===== src/rtl/dsd6_bus_arb.sv =====
// Two-master bus arbiter: MMU walker (A) and CPU (B) share one bus, round-robin with A-side lock.
// Optional bus-cycle timeout is enabled with `define DSD6_ARB_TIMEOUT_EN.
module dsd6_bus_arb #(
  parameter int TIMEOUT = 255
) (
  input  logic        clk_i,
  input  logic        rst_i,
  input  logic        a_va_i,
  input  logic        a_lock_i,
  input  logic        a_wr_i,
  input  logic [7:0]  a_sel_i,
  input  logic [47:0] a_adr_i,
  input  logic [63:0] a_dat_i,
  output logic        a_rdy_o,
  output logic [63:0] a_dat_o,
  input  logic        b_vda_i,
  input  logic        b_vpa_i,
  input  logic        b_wr_i,
  input  logic [7:0]  b_sel_i,
  input  logic [47:0] b_adr_i,
  input  logic [63:0] b_dat_i,
  output logic        b_rdy_o,
  output logic [63:0] b_dat_o,
  output logic        cyc_o,
  output logic        stb_o,
  output logic        we_o,
  output logic        lock_o,
  output logic [7:0]  sel_o,
  output logic [47:0] adr_o,
  output logic [63:0] dat_o,
  input  logic        ack_i,
  input  logic [63:0] dat_i,
  output logic        err_o,
  output logic [47:0] err_adr_o
);
  typedef enum logic [1:0] {IDLE, BUS_A, BUS_B, DONE} state_t;

  state_t      r_state, w_nxt;
  logic        r_last;    // 1: A served last, 0: B served last
  logic        r_locked;
  logic        r_cyc, r_stb, r_we, r_a_rdy, r_b_rdy;
  logic [7:0]  r_sel;
  logic [47:0] r_adr;
  logic [63:0] r_dat, r_a_dat, r_b_dat;
  logic        w_a_req, w_b_req, w_lock_eff, w_gnt_a, w_gnt_b, w_end, w_tmo;

  assign w_a_req    = a_va_i;
  assign w_b_req    = b_vda_i | b_vpa_i;
  // The lock is released in the same IDLE cycle that A drops a_lock_i, so B may be granted right away.
  assign w_lock_eff = r_locked & a_lock_i;

`ifdef DSD6_ARB_TIMEOUT_EN
  localparam int CW = (TIMEOUT < 1) ? 1 : $clog2(TIMEOUT + 1);
  logic [CW-1:0] r_cnt;
  logic          r_err;
  logic [47:0]   r_err_adr;
  assign w_tmo     = (r_cnt == CW'(TIMEOUT));
  assign err_o     = r_err;
  assign err_adr_o = r_err_adr;
`else
  assign w_tmo     = 1'b0;
  assign err_o     = 1'b0;
  assign err_adr_o = '0;
`endif

  always_comb begin
    w_nxt   = r_state;
    w_gnt_a = 1'b0;
    w_gnt_b = 1'b0;
    w_end   = 1'b0;
    case (r_state)
      IDLE: begin
        if (w_a_req && (!w_b_req || w_lock_eff || !r_last)) begin
          w_gnt_a = 1'b1;
          w_nxt   = BUS_A;
        end else if (w_b_req && !w_lock_eff) begin
          w_gnt_b = 1'b1;
          w_nxt   = BUS_B;
        end
      end
      BUS_A, BUS_B: begin
        if (ack_i || w_tmo) begin
          w_end = 1'b1;
          w_nxt = DONE;
        end
      end
      DONE:    w_nxt = IDLE;
      default: w_nxt = IDLE;
    endcase
  end

  always_ff @(posedge clk_i) begin
    if (!rst_i) r_state <= IDLE;
    else        r_state <= w_nxt;
  end

  always_ff @(posedge clk_i) begin
    if (!rst_i) begin
      r_last <= 1'b0;  r_locked <= 1'b0;
      r_cyc  <= 1'b0;  r_stb    <= 1'b0;  r_we <= 1'b0;
      r_sel  <= '0;    r_adr    <= '0;    r_dat <= '0;
      r_a_rdy <= 1'b0; r_b_rdy  <= 1'b0;
      r_a_dat <= '0;   r_b_dat  <= '0;
`ifdef DSD6_ARB_TIMEOUT_EN
      r_cnt <= '0; r_err <= 1'b0; r_err_adr <= '0;
`endif
    end else begin
      r_a_rdy <= 1'b0;
      r_b_rdy <= 1'b0;
      if (w_gnt_a) begin
        r_cyc <= 1'b1; r_stb <= 1'b1; r_we <= a_wr_i;
        r_sel <= a_sel_i; r_adr <= a_adr_i; r_dat <= a_dat_i;
      end else if (w_gnt_b) begin
        r_cyc <= 1'b1; r_stb <= 1'b1; r_we <= b_wr_i;
        r_sel <= b_sel_i; r_adr <= b_adr_i; r_dat <= b_dat_i;
      end
      if (r_state == IDLE) begin
        if (w_gnt_a)        r_locked <= a_lock_i;
        else if (!a_lock_i) r_locked <= 1'b0;
      end
      // A timed-out cycle completes like an ack but returns all ones.
      if (w_end) begin
        r_cyc <= 1'b0;
        r_stb <= 1'b0;
        if (r_state == BUS_A) begin
          r_a_rdy <= 1'b1;
          r_a_dat <= ack_i ? dat_i : '1;
          r_last  <= 1'b1;
        end else begin
          r_b_rdy <= 1'b1;
          r_b_dat <= ack_i ? dat_i : '1;
          r_last  <= 1'b0;
        end
      end
`ifdef DSD6_ARB_TIMEOUT_EN
      r_err <= w_end & ~ack_i;
      if (w_end && !ack_i) r_err_adr <= r_adr;
      if (w_gnt_a || w_gnt_b)
        r_cnt <= '0;
      else if ((r_state == BUS_A || r_state == BUS_B) && !w_end)
        r_cnt <= r_cnt + CW'(1);
`endif
    end
  end

  assign cyc_o   = r_cyc;
  assign stb_o   = r_stb;
  assign we_o    = r_we;
  assign lock_o  = r_locked;
  assign sel_o   = r_sel;
  assign adr_o   = r_adr;
  assign dat_o   = r_dat;
  assign a_rdy_o = r_a_rdy;
  assign b_rdy_o = r_b_rdy;
  assign a_dat_o = r_a_dat;
  assign b_dat_o = r_b_dat;
endmodule


===== config.mk =====
export PLATFORM = sky130hd
export DESIGN_NAME = dsd6_bus_arb
export DESIGN_NICKNAME = d
export VERILOG_FILES = /design/src/rtl/dsd6_bus_arb.sv
export SDC_FILE = /design/constraint.sdc
export NUM_CORES = 1
export LEC_CHECK = 0
export CAP_MARGIN = 20
export CORE_AREA = 5 5 236 238
export CTS_BUF_LIST = sky130_fd_sc_hd__clkbuf_8
export CTS_CLUSTER_DIAMETER = 50
export CTS_CLUSTER_SIZE = 28
export DETAILED_ROUTE_END_ITERATION = 12
export DIE_AREA = 0 0 241 243
export GPL_ROUTABILITY_DRIVEN = 0
export SYNTH_ARGS = -nofsm -noshare
export SYNTH_HDL_FRONTEND = slang
export SYNTH_SLANG_ARGS = --single-unit

===== constraint.sdc =====
create_clock -name clk_i -period 1.75 [get_ports clk_i]
set_input_delay 0.175 -clock clk_i [delete_from_list [all_inputs] [get_ports clk_i]]
set_output_delay 0.175 -clock clk_i [all_outputs]
set_load 0.02 [all_outputs]

### Yosys cells after proc, flatten, opt, wreduce, memory -nomap -nowiden

Cells that the tools add are included.

* flip-flop bits (word level): 256
* input bits: 313
* output and inout port bits: 303
* logic and storage cells: 64

* equality and inequality tests: 6
* mux-type cells: 26
* bitwise gates (word level): 4
* reductions and logical operators: 16

Operators by type and width (number)
* $mux 64: 3
* $mux 48: 2
* $mux 8: 2
* $mux 1: 15
* $reduce_and 2->1: 5
* $mux 2: 3
* $pmux 2 s3: 1
* $eq 2x2->1 const B: 2
* $reduce_or 2->1: 2
* $logic_not 1->1: 3
* $ne 3x3->1 const B: 1
* $eq 2x1->1 const B: 1
* $logic_and 1x1->1: 2
* $logic_not 2->1: 1
* $logic_or 1x1->1: 2
* $ne 2x1->1 const B: 1
* $ne 2x2->1 const B: 1
* $not 1->1: 2
* $reduce_bool 2->1: 1
* $and 1x1->1: 1
* $or 1x1->1: 1

### Depth between registers and ports, before layout

Gate-level depths: netlist (run 1).

* word-level depth: 9
* mapped depth: 8
* depth with buffers taken out: 5

### Worst setup path before layout (run 1)

Ideal clock, no wire load.

* path type: flip-flop to flip-flop
* from: register r_state[0]
* to: register r_adr[0] (netlist: adr_o[0])
* setup time: 0.103 ns
* arrival time: 1.659 ns
* data required time: 1.647 ns
* slack: -0.012 ns
* cell stages (with the launch flop): 9
* path buffers: 3
* clock period less this slack: 1.762 ns
* path through: dfxtp_1 -> inv_1 -> ha_1 -> buf_4 -> nand2_2 -> buf_4 -> clkbuf_1 -> nor3_1 -> a2111oi_2

* word-level cells in the longest chain between the ends: 3
* elaborated cells between the ends (all ways): 5
* those cells by class: mux (3); reduce/logical (2)

Ends and longest elaborated chain
* start, declared: RTL line 38 `state_t r_state, w_nxt;`
* start signal, assigned: RTL line 94 `else r_state <= w_nxt;`
* $logic_not 2->1 *: RTL line 71 `case (r_state)`
* $mux 1: RTL line 71
* $mux 48 or $reduce_bool 2->1 (tied branches)
* end signal, assigned: RTL line 112 `r_sel <= a_sel_i; r_adr <= a_adr_i; r_dat <= a_dat_i;`
* end signal, assigned: RTL line 115 `r_sel <= b_sel_i; r_adr <= b_adr_i; r_dat <= b_dat_i;`
* end, declared: RTL line 43 `logic [47:0] r_adr;`

Every way passes the cells marked *; elsewhere a longest branch is shown, timed or not.
A chain may end at the register's enable or synchronous reset.

### Final worst setup path (run 1)

* from: register r_state[1]
* to: register r_dat[27] (netlist: dat_o[27])

* word-level cells in the longest chain between the ends: 3
* elaborated cells between the ends (all ways): 5
* those cells by class: mux (3); reduce/logical (2)

Ends and longest elaborated chain
* $logic_not 2->1 *: RTL line 71
* $mux 1: RTL line 71
* $mux 64 or $reduce_bool 2->1 (tied branches)
* end signal, assigned: RTL line 112
* end signal, assigned: RTL line 115
* end, declared: RTL line 44 `logic [63:0] r_dat, r_a_dat, r_b_dat;`

Marks and branches as above.

==> metrics.txt, run 1 <==
nets@finish approximately 2500; Worst Hold Class input port to flop; Clock Power Share 0.198; Ports roughly 600; Synth cell types 35; Fin Clk Skew ~30 ps; CP Capture Type flop; status finished with violations; Yosys top cell area share 0.364; Fill cells 5343; Max-Cap Viols 0; synth top area cells dfxtp_1 36%, mux2i_1 8.6%, nor3_1 8.6%; Async SR Flop Fraction 0; final setup fails 1; synthesized area per cell approximately 8.7 sq um; share of layout cells above drive strength 1 0.126; die area 0.0586 sq mm; PwrDens 1410 mW/mm^2; Max Root-Sink Buffers 3; Sw Share 0.434; f_max roughly 570 MHz; die extent in y 243 um; vias in the first global route between 10000 and 15000; CTS H-tree lvls 2; Comb pwr share 0.529; worst-path maximum fanout 11; final slew viol count 0; worst skew pair latency slightly above 600 ps; Starting Density 0.264; first-iteration detailed-routing DRC count 843; core area 0.0534 sq mm; Critical Path Start Type flop; internal cell power approximately 0.018 W; Flop pwr share 0.273; detailed-routing wirelength on met1 ~25 mm; WL met3 5.59 mm; met2 WL 30.8 mm; area grow syn2layout 59.6%; Critical Path RT between 2000 and 2500 ps; unrepaired setup endpoints after global routing yes; Setup CP Type flop to flop; Cells after Synth 1625; Remaining Overflow, GRT 0; number of synthesized flops with an enable pin 0; initial antenna violation count 12; drc violations 0; sequential share of the synthesized area 0.364; Syn Std Cell Area 0.0141 sq mm; register bit total from synthesis 256; TritonCTS clock tree built; hold violation count in the final report 0; DR vias 15200; CTS Root Cell clkbuf_8; Total GRT Usage 0.186; DP HPWL around 42 mm; synth cell count leaders 259 x nand2_1, 256 x dfxtp_1, 242 x nor3_1, 129 x a21boi_0; failing checks negative setup slack; P_leak 9.19 nW; Worst EP arrival 2230 ps; prevailing post-synth register cell dfxtp_1; wire per inst 21.7 um; die span in x 241 um; post-layout min period roughly 1800 ps; maximum VDD drop 0.653 mV; first-pass GRT wire length roughly 88 mm; Util after Layout 0.421; final setup margin -5.64 ps; worst hold slack 146 ps; IO Port Bufs 566; cell accounting for the most synthesized area dfxtp_1; Rows 85; post-DR vias/cell about 5.2; detailed-router iteration count before antenna repair 5; CTS clk-pin slew, worst paths 100 ps; largest net degree at the start of global routing 126; yosys warns 0; clock buffer count from CTS 42; most frequent cell after synthesis nand2_1; Routed Antenna Nets 0; sw power 0.0137 W; fin crit share 1.00; Sink Count 256; Top Metal Used met5; drt total wl 63.3 mm
-- stage by stage --
| stage | worst slack [ps] | setup TNS, ps | cell area [sq um] | power, W | instances |
|---|---|---|---|---|---|
| floorplan | -12.4 | -359 | 14300 | 0.0172 | 1673 |
| global placement | -182 | -14460 | 21000 | 0.0242 | 2802 |
| detailed placement | -268 | -21950 | 21000 | 0.0245 | 2802 |
| CTS | -34.3 | -87.9 | 21700 | 0.0299 | 2879 |
| global route | -112 | -522 | 22500 | 0.0334 | 2912 |
| finish | -5.64 | -5.64 | 22500 | 0.0316 | 2912 |
-- power by group through the flow --
stage               sequential (W)  clock, W  combinational (W)
CTS                        0.00861   0.00650             0.0148
detailed placement         0.00878         0             0.0157
global placement           0.00869         0             0.0155
finish                     0.00862   0.00627             0.0167
global route               0.00884   0.00675             0.0178
floorplan                   0.0105         0            0.00676
-- flip-flops by register name (all words and copies together), names as in the netlist, 2 cells and up --
register	count
adr_o	48
sel_o	8
dat_o	64
b_dat_o	64
a_dat_o	64
r_state	2
-- final timing paths --
check	startpoint	end	slack, ps	cells past startpoint
hold reg to reg	b_dat_o[57]	b_dat_o[57]	460	2
hold / removal	dat_i[49]	b_dat_o[49]	150	3
setup reg to reg	r_state[1]	dat_o[27]	-6	7
setup / recovery	r_state[1]	dat_o[27]	-6	7
-- placed cells by master, fill, tap and decap left out, types with 8 or more instances in the layout --
cell type / count
clkdlybuf4s50_1: 311
o221ai_1: 121
clkbuf_16: 15
mux2i_1: 121
buf_6: 10
buf_4: 42
buf_12: 42
clkbuf_8: 46
dfxtp_1: 254
a2111oi_1: 50
buf_16: 8
nor3_1: 240
nand2_1: 258
a21boi_0: 129
nand2b_1: 121
a2111oi_2: 70
dlygate4sd2_1: 253
conb_1: 49
-- area by class of cell --
type	count	area [sq um]	share of cell area
well taps	696	871	0.0388
multi-input cells	1191	8250	0.367
clock buffers	46	633	0.0282
clock inverters	30	340	0.0151
repair buffers	683	7210	0.321
inverters	4	17.5	0.000780
diodes	6	15.0	0.000668
flip-flops and latches	256	5130	0.228
-- metal layers --
metal,vias to the layer above,track usage
li1,7074,-
met1,7442,0.227
met2,587,0.310
met3,107,0.0641
met4,8,0.0543
met5,-,0
-- repair_timing --
| item | in CTS | in global routing |
|---|---|---|
| gates resized for setup | 262 | 59 |
| hold buffers | 1 | 0 |
| buffers inserted | 0 | 5 |
| endpoints found under the hold margin | 10 | 0 |
| endpoints found under the setup margin | 270 | 114 |
| pin swaps | 0 | 71 |
| gates cloned | 0 | 22 |
-- cells by family (layout without fill, tap and decap cells) --
family          after synthesis  after routing  share of synthesized area
buf+inv                     229            763                     0.0855
simple gates                633            636                      0.214
other cells                   1             55                   0.000266
flops                       256            256                      0.364
fa+ha+maj                     2              2                    0.00178
compound gates              383            383                      0.248
mux                         121            121                     0.0860
-- critical path: stages (launching register included) --
cell       delay [ps]
dfxtp_2           330
inv_2              50
ha_4              210
nand3b_1          190
buf_12            200
buf_16            150
o221ai_1          140
a2111oi_2         360
(Power assumes the default switching activity.)
==> run 2, diff against run 1 <==
RECOVER_POWER = 25   (was not set)
==> metrics.txt, run 2 (synthesized netlist as in run 1, its figures left out) <==
Flop pwr share 0.273 (about the same); Reg-to-Reg Start r_state[1]; unrepaired setup endpoints after global routing yes; min-delay src dat_i[49]; Setup CP Type flop to flop; worst skew pair latency 610 ps (about the same); Starting Density 0.264 (unchanged); largest net degree at the start of global routing 126 (unchanged); Remaining Overflow, GRT 0 (unchanged); area grow syn2layout 59.5% (about the same); Max Root-Sink Buffers 3 (unchanged); Total GRT Usage 0.186 (unchanged); worst hold path depth 3 (unchanged); Top Metal Used met5; Worst EP arrival 2230 ps (about the same); fin crit share 1.00 (about the same); reg2reg end dat_o[27]; CP Capture Type flop; failing checks negative setup slack; CTS H-tree lvls 2 (unchanged); vias in the first global route 14700 (unchanged); placed insts 2802 (unchanged); Sw Share 0.434 (about the same); DP HPWL 41.6 mm (unchanged); worst hold slack 146 ps (-0.210 ps); die extent in y 243 um (unchanged); Rows 85 (unchanged); detailed-router iteration count before antenna repair 5 (unchanged); Sink Count 256 (unchanged); first-pass GRT wire length 88.1 mm (unchanged); DR vias 15200 (-0.0066%); die span in x 241 um (unchanged); IO Port Bufs 566 (unchanged); Critical Path Start Type flop; reg-to-reg slack, setup -6 ps (about the same); initial antenna violation count 12 (unchanged); internal cell power 0.0179 W (about the same); Routed Antenna Nets 0 (unchanged); final setup fails 1 (unchanged); R2R depth 7 (unchanged); worst-path maximum fanout 11 (unchanged); CTS Root Cell clkbuf_8; dpl ws -268 ps (unchanged); Util after Layout 0.421 (about the same); sw power 0.0137 W (about the same); wire per inst 21.7 um (about the same); clock buffer count from CTS 42 (unchanged); Comb pwr share 0.529 (about the same); CTS clk-pin slew, worst paths 100 ps (about the same); Max-Cap Viols 0 (unchanged); maximum VDD drop 0.653 mV (about the same); hold violation count in the final report 0 (unchanged); TritonCTS clock tree built; Clock Power Share 0.198 (about the same); WL met3 5.56 mm (-0.59%); P_leak 9.19 nW (about the same); die area 0.0586 sq mm (unchanged); Fin Clk Skew 30.5 ps (+0.514 ps); final non-filler cell total 2912 (unchanged); final slew viol count 0 (unchanged); final setup margin -6.25 ps (-0.611 ps); post-DR vias/cell 5.23 (about the same); nets@finish 2493 (unchanged); met2 WL 30.8 mm (about the same); detailed-routing wirelength on met1 25.2 mm (about the same); most common cell after layout, fill and taps aside clkdlybuf4s50_1; PwrDens 1410 mW/mm^2 (about the same); post-layout min period 1760 ps (+0.611 ps); core area 0.0534 sq mm (unchanged); first-iteration detailed-routing DRC count 835 (-0.95%); Critical Path RT 2220 ps (about the same); Ports 616 (unchanged); f_max 569 MHz (about the same); Min-Delay Endpoint b_dat_o[49]; status finished with violations; drt total wl 63.3 mm (about the same); share of layout cells above drive strength 1 0.125 (-0.00136); most frequent cells in the layout 311 x clkdlybuf4s50_1, 258 x nand2_1, 254 x dfxtp_1; Worst Hold Class input port to flop; drc violations 0 (unchanged)
==> run 2: how the worst max path moves through the flow <==
stage,to,cells after the start,slack [ps],startpoint
2_1_floorplan,adr_o[0],8,-10,r_state[0]
3_3_place_gp,adr_o[46],6,-180,b_vpa_i
3_5_place_dp,adr_o[42],6,-270,b_vpa_i
4_1_cts,adr_o[42],7,-30,r_state[1]
5_1_grt,adr_o[28],7,-110,r_state[1]
6_report,dat_o[27],7,-6,r_state[1]
==> run 2: power by group through the flow <==
stage	clock network, W	logic [W]	registers, W
after CTS	0.00650	0.0148	0.00861
after global placement	0	0.0155	0.00869
final	0.00627	0.0167	0.00862
after detailed placement	0	0.0157	0.00878
after global routing	0.00675	0.0178	0.00884
after floorplan	0	0.00676	0.0105
==> run 2: layout make-up <==
cell class | count | area [sq um]
well taps | 696 | 871
flip-flops and latches | 256 | 5130
clock inverters | 30 | 340
diodes | 6 | 15.0
inverters | 4 | 17.5
multi-input cells | 1191 | 8250
repair buffers | 683 | 7210
clock buffers | 46 | 633
fillers | 5345 | 30900
==> run 2: routing by layer <==
| layer | GRT usage | vias to the layer above |
|---|---|---|
| met5 | 0 | - |
| met3 | 0.0641 | 109 |
| met4 | 0.0543 | 8 |
| met2 | 0.310 | 591 |
| met1 | 0.227 | 7438 |
| li1 | - | 7071 |
==> run 2: repair_timing <==
action | 4_1_cts | 5_1_grt
cloned | 0 | 22
resized for setup | 262 | 59
hold buffers | 1 | 0
endpoints found under the setup margin | 270 | 114
setup buffers | 0 | 5
pin swaps | 0 | 71
hold endpoints to repair | 10 | 0
==> run 2: worst max-delay path, stage by stage, from the launching register on <==
cell       delay [ps]
dfxtp_2           330
inv_2              50
ha_4              210
nand3b_1          190
buf_12            200
buf_16            150
o221ai_1          140
a2111oi_2         360
==> run 2: per-stage QoR <==
| step | power, W | TNS [ps] | instance area [sq um] |
|---|---|---|---|
| 2_1_floorplan | 0.0172 | -359 | 14300 |
| 4_1_cts | 0.0299 | -87.9 | 21700 |
| 5_1_grt | 0.0334 | -528 | 22500 |
| 6_report | 0.0316 | -6.25 | 22500 |
| 3_5_place_dp | 0.0245 | -21950 | 21000 |
| 3_3_place_gp | 0.0242 | -14460 | 21000 |
